[src/rtl/imem_loader.sv]
// Instruction-memory writer: unpacks a length/data/checksum byte frame into
// little-endian 32-bit words and holds the CPU in reset until a frame verifies.
module imem_loader #(
    parameter int DEPTH_WORDS = 64,
    parameter int CNT_W       = 16
) (
    input  logic             clk,
    input  logic             reset,
    input  logic             start,
    input  logic             rx_valid,
    input  logic [7:0]       rx_data,
    output logic             rx_ready,
    output logic             we,
    output logic [31:0]      wAddr,
    output logic [31:0]      wData,
    output logic             cpu_hold,
    output logic             busy,
    output logic             done,
    output logic             err_len,
    output logic             err_chk,
    output logic [CNT_W-1:0] word_count
);

    typedef enum logic [2:0] {
        S_IDLE, S_LEN_LO, S_LEN_HI, S_DATA, S_WRITE, S_CHK, S_DONE, S_ERR
    } state_t;

    localparam logic [CNT_W-1:0] MAX_LEN = CNT_W'(DEPTH_WORDS);

    state_t           state;
    logic [CNT_W-1:0] len;
    logic [CNT_W-1:0] word_idx;
    logic [7:0]       chk_sum;
    logic [1:0]       byte_idx;
    logic [23:0]      word_buf;
    logic             xfer;
    logic [CNT_W-1:0] len_full;

    // A byte moves only when the source offers it and the current state wants one.
    assign rx_ready = (state == S_LEN_LO) || (state == S_LEN_HI) ||
                      (state == S_DATA)   || (state == S_CHK);
    assign busy     = rx_ready || (state == S_WRITE);
    assign xfer     = rx_valid && rx_ready;
    assign len_full = CNT_W'({rx_data, len[7:0]});

    always_ff @(posedge clk or posedge reset) begin
        if (reset) begin
            state      <= S_IDLE;
            len        <= '0;
            word_idx   <= '0;
            chk_sum    <= 8'd0;
            byte_idx   <= 2'd0;
            word_buf   <= 24'd0;
            we         <= 1'b0;
            wAddr      <= 32'd0;
            wData      <= 32'd0;
            cpu_hold   <= 1'b1;
            done       <= 1'b0;
            err_len    <= 1'b0;
            err_chk    <= 1'b0;
            word_count <= '0;
        end else begin
            we <= 1'b0;
            case (state)
                S_IDLE, S_DONE, S_ERR: begin
                    if (start) begin
                        state      <= S_LEN_LO;
                        cpu_hold   <= 1'b1;
                        done       <= 1'b0;
                        err_len    <= 1'b0;
                        err_chk    <= 1'b0;
                        word_count <= '0;
                    end
                end
                S_LEN_LO: begin
                    if (xfer) begin
                        len     <= CNT_W'(rx_data);
                        chk_sum <= rx_data;
                        state   <= S_LEN_HI;
                    end
                end
                S_LEN_HI: begin
                    if (xfer) begin
                        len     <= len_full;
                        chk_sum <= chk_sum + rx_data;
                        if (len_full > MAX_LEN) begin
                            err_len <= 1'b1;
                            state   <= S_ERR;
                        end else if (len_full == '0) begin
                            state <= S_CHK;
                        end else begin
                            byte_idx <= 2'd0;
                            word_idx <= '0;
                            state    <= S_DATA;
                        end
                    end
                end
                S_DATA: begin
                    if (xfer) begin
                        chk_sum  <= chk_sum + rx_data;
                        byte_idx <= byte_idx + 2'd1;
                        case (byte_idx)
                            2'd0: word_buf[7:0]   <= rx_data;
                            2'd1: word_buf[15:8]  <= rx_data;
                            2'd2: word_buf[23:16] <= rx_data;
                            default: begin
                                // Last byte goes straight into the write data register.
                                wData <= {rx_data, word_buf};
                                wAddr <= 32'({word_idx, 2'b00});
                                we    <= 1'b1;
                                state <= S_WRITE;
                            end
                        endcase
                    end
                end
                S_WRITE: begin
                    word_idx   <= word_idx + CNT_W'(1);
                    word_count <= word_count + CNT_W'(1);
                    if (word_idx + CNT_W'(1) == len) state <= S_CHK;
                    else                             state <= S_DATA;
                end
                S_CHK: begin
                    if (xfer) begin
                        chk_sum <= chk_sum + rx_data;
                        if (chk_sum + rx_data == 8'd0) begin
                            done     <= 1'b1;
                            cpu_hold <= 1'b0;
                            state    <= S_DONE;
                        end else begin
                            err_chk <= 1'b1;
                            state   <= S_ERR;
                        end
                    end
                end
                default: state <= S_IDLE;
            endcase
        end
    end

endmodule

[config.mk]
export PLATFORM = sky130hd
export DESIGN_NAME = imem_loader
export DESIGN_NICKNAME = d
export VERILOG_FILES = /design/src/rtl/imem_loader.sv
export SDC_FILE = /design/constraint.sdc
export NUM_CORES = 1
export LEC_CHECK = 0
export CAP_MARGIN = 20
export CELL_PAD_IN_SITES_DETAIL_PLACEMENT = 1
export CELL_PAD_IN_SITES_GLOBAL_PLACEMENT = 2
export CORE_ASPECT_RATIO = 0.75
export CORE_MARGIN = 10
export CORE_UTILIZATION = 39
export DETAILED_ROUTE_END_ITERATION = 12
export PLACE_DENSITY_LB_ADDON = 0.1
export SKIP_LAST_GASP = 1
export SLEW_MARGIN = 20
export SYNTH_ARGS = -nofsm -noshare
export SYNTH_HDL_FRONTEND = slang
export SYNTH_SLANG_ARGS = --single-unit
[constraint.sdc]
create_clock -name clk -period 7.4 [get_ports clk]
set_input_delay 0.74 -clock clk [delete_from_list [all_inputs] [get_ports clk]]
set_output_delay 0.74 -clock clk [all_outputs]
set_load 0.03 [all_outputs]
==> results of run 1 <==
## power groups by stage
| stage | Clock, mW | Sequential [mW] | Combinational (mW) |
|---|---|---|---|
| 5_1_grt | 0.913 | 1.25 | 1.19 |
| 3_3_place_gp | 0 | 1.21 | 1.02 |
| 6_report | 0.856 | 1.21 | 1.07 |
| 2_1_floorplan | 0 | 1.14 | 0.813 |
| 3_5_place_dp | 0 | 1.22 | 1.07 |
| 4_1_cts | 0.879 | 1.21 | 1.08 |
## final timing paths
path	start	endpoint	cells past startpoint	slack, ns
worst max-delay path	rx_data[0]	cpu_hold$_DFFE_PP1P_	9	3.97
worst min-delay path	cpu_hold$_DFFE_PP1P_	cpu_hold$_DFFE_PP1P_	2	0.49
worst max register to register	state[1]$_DFFE_PP0P_	word_count[15]$_DFFE_PP0P_	6	4.34
worst min register to register	cpu_hold$_DFFE_PP1P_	cpu_hold$_DFFE_PP1P_	2	0.49
max in group asynchronous	reset	len[5]$_DFFE_PP0P_	3	5.25
min in group asynchronous	reset	wData[8]$_DFFE_PP0P_	2	0.85
## layer usage
layer / share of wire, % / track usage [%] / vias up
li1: - / - / 2487
met1: 49 / 22.5 / 2706
met2: 46 / 26.1 / 93
met3: 3.7 / 3.80 / 21
met4: 1.1 / 6.11 / 0
met5: 0 / 0 / -
## registers in the layout, summed over array words and instances, names as in the netlist
signal and count:
byte_idx 2, wData 32, wAddr 16, we 1
err_len 1, len 16, word_count 16, done 1
err_chk 1, word_buf 24, chk_sum 8, cpu_hold 1
word_idx 16, state 3
## worst min-delay path, cell delays in order, from the launching register on
cell	delay, ns
dfstp_2	0.37
inv_1	0.04
o21ai_0	0.08
## kinds of logic after synthesis
logic type | after synthesis | share of synthesized area, %
AOI/OAI and AO/OA | 131 | 11.1
xor gates and xnor gates | 29 | 3.80
adders and majority gates | 15 | 2.75
buffers and inverters | 65 | 4.54
DFF | 138 | 48.7
muxes | 91 | 14.2
other | 1 | 0.0529
and+or+nand+nor | 191 | 14.8
## final cells by class
cell class	instances	area (um^2)	area share, %
Sequential cell	138	3450	40.0
Timing Repair Buffer	87	858	9.93
Tap cell	242	303	3.50
Multi-Input combinational cell	473	3380	39.1
Inverter	14	57.6	0.666
Clock buffer	18	439	5.08
Clock inverter	14	150	1.74
## layout by cell type, fill, tap and decap left out, types with 17 or more instances in the layout
cell	netlist	final
nand3_1	22	22
o21ai_0	65	63
clkbuf_16	0	17
nand2_1	60	59
clkdlybuf4s50_1	0	82
nor2_1	22	22
dfrtp_1	137	137
mux2_2	79	79
a21oi_1	23	22
==> impl_metrics.tcl, run 1 <==
set metrics [dict create \
    globalplace.congestion 0.818 \
    status "finished, final reports clean" \
    yosysTopAreaCell "dfrtp_1" \
    clkPwrFrac_pct 27.3 \
    final_area_mm2 0.00864 \
    yosysTopAreaCellShare_pct 48.4 \
    combPwrFrac_pct 34.2 \
    start_util_pct 39.9 \
    totalWireLength_mm 19.6 \
    cts.sinks 138 \
    pre_cts_ws_ns 3.56 \
    ys_ff_latch 138 \
    ys_types 63 \
    gr-total-overflow 0 \
    grt_max_degree 84 \
    setup_violations 0 \
    cts_max_level 4 \
    final_core_util_pct 48.6 \
    grt_use_total_pct 16.8 \
    synth_area_leaders "dfrtp_1, mux2_2, o21ai_0, nand2_1, ha_1" \
    endpoint_kind "flip-flop" \
    netlist_area_mm2 0.00709 \
    fmax_ghz 0.291 \
    crit_chain "clkdlybuf4s50_1, ha_1, fa_1, a211o_1, o21ai_0, xnor2_1, or4_1, nor3_1, o21ai_0" \
    clk_pin_slew_ns 0.06 \
    drt_pass1_iterations 4 \
    drtIter0Drc 303 \
    ys.flop_type "dfrtp_1" \
    cp_top_family "simple AND/OR/NAND/NOR gates" \
    die_y_um 137 \
    fp.dieW_um 176 \
    hold_slack_ns 0.492 \
    first_global_vias 5818 \
    routed_via_density 5.38 \
    start_kind "input port" \
    layout-drive-gt1-share_pct 18.4 \
    cts_root_buf "clkbuf_16" \
    rows 42 \
    clkLatencyLatePin_ns 0.42 \
    internal-power_mw 1.91 \
    postRouteAntennaNets 0 \
    syn-mean-instance-area_um2 10.7 \
    slowest_stage "clkdlybuf4s50_1" \
    fin_crit_ns 3.43 \
    fillers 1960 \
    cap_violations 0 \
    max_stage_delay_ns 0.67 \
    slew_viol_final 0 \
    arrival_ns 3.78 \
    critPathKind "input port to flip-flop" \
    min_path_type "flip-flop to flip-flop" \
    clockBufferDepth 2 \
    ys_top_cells_by_count "dfrtp_1, mux2_2, o21ai_0, nand2_1, clkbuf_1" \
    worst_slew_pin_slew_ns 0.901 \
    post-route-period-util_pct 46.4 \
    cp_max_fo 9 \
    dp_hpwl_mm 13.6 \
    power_frac_seq_pct 38.5 \
    drc_errors 0 \
    vias 5307 \
    path_common_cell "o21ai_0" \
    path_buf_inv 1 \
    fin_nets 758 \
    io_buffers 82 \
    cts_tree "built" \
    power_mw 3.14 \
    cts_hold_buf 0 \
    crit_required_ns 7.74 \
    synth_edf_count 0 \
    fin_skew_ns 0.00886 \
    core_area_mm2 0.0178 \
    postSynthCellCount 661 \
    dpl_cell_area_mm2 0.00805 \
    dieArea_mm2 0.0240 \
    wl_per_cell_um 19.8 \
    syn2layout_area_growth_pct 21.9 \
    cts_made_buffers 17 \
    yosysMostFrequentCell "dfrtp_1" \
    async_reset_ff_share_pct 100 \
    dp_cells 954 \
    cts_setup_buffers 0 \
    final_cell_count_no_fill 986 \
    p_sw_share_pct 39.0 \
    io_pins 99 \
    num_antenna_cells 0 \
    slew_headroom_pct 39.9 \
    rsz0062_at_grt "false" \
    final.setup.tns_ns 0 \
    setup_ws_ns 3.97 \
    cts_repair_resize_count 0 \
    p_leak_nw 3.88 \
    ys_seq_area_share_pct 48.7 \
    yosysWarnings 0 \
    peakVddDrop_v 0.000145 \
    antenna_found_initial 0 \
    p_per_area_mw_per_mm2 363 \
    grt_pass1_wl_mm 32.0 \
    hold_violations 0 \
    p_switching_mw 1.22 \
]
(Power assumes the default switching activity.)
==> run 2: changes to the inputs <==
--- a/config.mk
+++ b/config.mk
@@ -10,7 +10,7 @@
 export CELL_PAD_IN_SITES_GLOBAL_PLACEMENT = 2
 export CORE_ASPECT_RATIO = 0.75
 export CORE_MARGIN = 10
-export CORE_UTILIZATION = 39
+export CORE_UTILIZATION = 36
 export DETAILED_ROUTE_END_ITERATION = 12
 export PLACE_DENSITY_LB_ADDON = 0.1
 export SKIP_LAST_GASP = 1
==> constraint.sdc (replaced) <==
create_clock -name clk -period 3.3 [get_ports clk]
set_input_delay 0.33 -clock clk [delete_from_list [all_inputs] [get_ports clk]]
set_output_delay 0.33 -clock clk [all_outputs]
set_load 0.03 [all_outputs]
==> impl_metrics.tcl, run 2 (synthesized netlist as in run 1, its figures left out) <==
set metrics [dict create \
    rows 44 \
    crit_required_ns 3.66 \
    globalplace.congestion 0.810 \
    io_buffers 82 \
    power_frac_seq_pct 37.6 \
    fin_crit_ns 2.77 \
    fmax_ghz 0.361 \
    cp_max_fo 8 \
    p_switching_mw 2.75 \
    postRouteAntennaNets 0 \
    cts_max_level 4 \
    peakVddDrop_v 0.000312 \
    hold_slack_ns 0.334 \
    drt_pass1_iterations 4 \
    antenna_found_initial 0 \
    wl_per_cell_um 19.7 \
    path_depth 7 \
    power_mw 7.08 \
    routed_via_density 5.34 \
    core_area_mm2 0.0193 \
    rr_startpoint "word_idx[0]$_DFFE_PP0P_" \
    fp.dieW_um 182 \
    drc_errors 0 \
    setup_violations 0 \
    slowest_stage "or4_1" \
    reg_top3 "wData: 32 flops, word_buf: 24 flops" \
    r2r_end "state[2]$_DFFE_PP0P_" \
    path_common_cell "nor4_2" \
    internal-power_mw 4.32 \
    cts_hold_buf 0 \
    critPathLaunch "word_idx[0]$_DFFE_PP0P_" \
    cts_tree "built" \
    fin_nets 772 \
    vias 5403 \
    final_common_cell "dfrtp_1" \
    die_y_um 142 \
    slew_headroom_pct 56.1 \
    start_util_pct 36.7 \
    grt_use_total_pct 15.8 \
    hold_violations 0 \
    clkLatencyLatePin_ns 0.43 \
    dieArea_mm2 0.0258 \
    num_antenna_cells 0 \
    drtIter0Drc 299 \
    fin_skew_ns 0.0104 \
    crit_chain "ha_1, nand4_2, nor4_2, xnor2_1, or4_1, nor4_2, a221o_1" \
    critPathKind "flip-flop to flip-flop" \
    cts.sinks 138 \
    fillers 2092 \
    layout-drive-gt1-share_pct 19.7 \
    p_sw_share_pct 38.9 \
    final.setup.tns_ns 0 \
    slew_viol_final 0 \
    reg2reg_setup_slack_ns 0.53 \
    grt_max_degree 54 \
    largest_register "wData" \
    totalWireLength_mm 19.9 \
    endpoint_kind "flip-flop" \
    gr-total-overflow 0 \
    cts_made_buffers 17 \
    clkPwrFrac_pct 27.5 \
    clockBufferDepth 2 \
    final_cell_mix "dfrtp_1, clkdlybuf4s50_1, mux2_2" \
    rsz0062_at_grt "false" \
    cts_setup_buffers 0 \
    worstSetupEndpoint "state[2]$_DFFE_PP0P_" \
    worst_slew_pin_slew_ns 0.654 \
    post-route-period-util_pct 84.0 \
    status "finished, final reports clean" \
    dp_hpwl_mm 14.3 \
    combPwrFrac_pct 35.0 \
    p_leak_nw 3.95 \
    arrival_ns 3.14 \
    path_buf_inv 0 \
    p_per_area_mw_per_mm2 806 \
    start_kind "flip-flop" \
    largest_reg_flops 32 \
    clk_pin_slew_ns 0.07 \
    cap_violations 0 \
    reg2reg_depth 7 \
    min_path_type "input port to asynchronous set/reset pin" \
    first_global_vias 5761 \
    cp_top_family "simple AND/OR/NAND/NOR gates" \
    max_stage_delay_ns 0.54 \
    grt_pass1_wl_mm 32.7 \
    cts_root_buf "clkbuf_16" \
    io_pins 99 \
    cts_repair_resize_count 0 \
    syn2layout_area_growth_pct 23.9 \
]
[run 2: cell count changes in the layout (fill, tap and decap cells not counted), sizes merged]
cell / delta
clkbuf: -1
buf: +14
clkinvlp: +1
[run 2: worst register-to-register path, cell delays in order (launching register included)]
cell and delay (ns):
dfrtp_1 0.53, ha_1 0.39, nand4_2 0.17, nor4_2 0.43, xnor2_1 0.13, or4_1 0.54
nor4_2 0.32, a221o_1 0.21
[run 2: area by class of cell]
type	instances	area [um^2]	area share [%]
inverter	14	56.3	0.641
tap	253	317	3.61
sequential	138	3450	39.3
clock inverter	15	169	1.92
timing repair buffer	101	988	11.3
clock buffer	17	425	4.84
multi-input combinational	473	3370	38.4
[run 2: power by group through the flow]
stage                     combinational [mW]  sequential [mW]  clock (mW)
after floorplan                         1.82             2.56           0
after global placement                  2.38             2.67           0
after detailed placement                2.48             2.69           0
after CTS                               2.50             2.66        2.00
after global routing                    2.76             2.75        2.10
final                                   2.47             2.66        1.94
[run 2: routing by layer]
layer  vias up  GRT usage (%)  share of wire (%)
met5         -              0                  0
met4         0           3.20               0.75
met3        18           4.68                4.6
met2        80           24.3                 45
met1      2786           21.5                 50
li1       2519              -                  -
[run 2: worst min-delay path by stage]
stage	startpoint	endpoint	slack (ns)	cells after the start
floorplan	chk_sum[0]$_DFFE_PP0P_	chk_sum[0]$_DFFE_PP0P_	0.45	2
global placement	word_count[15]$_DFFE_PP0P_	word_count[15]$_DFFE_PP0P_	0.46	1
detailed placement	word_count[15]$_DFFE_PP0P_	word_count[15]$_DFFE_PP0P_	0.47	1
CTS	reset	wData[10]$_DFFE_PP0P_	0.34	2
global route	reset	word_buf[14]$_DFFE_PP0P_	0.38	2
finish	reset	word_buf[13]$_DFFE_PP0P_	0.33	2
[run 2: metrics by stage]
stage | area (um^2) | utilization [%] | std cells | setup WS [ns]
6_report | 8780 | 45.4 | 1011 | 0.530
5_1_grt | 8780 | 45.4 | 1011 | 0.368
3_3_place_gp | 8190 | 42.4 | 979 | 0.246
2_1_floorplan | 7150 | - | 676 | 0.981
3_5_place_dp | 8190 | 42.4 | 979 | 0.132
4_1_cts | 8780 | 45.4 | 1011 | 0.534
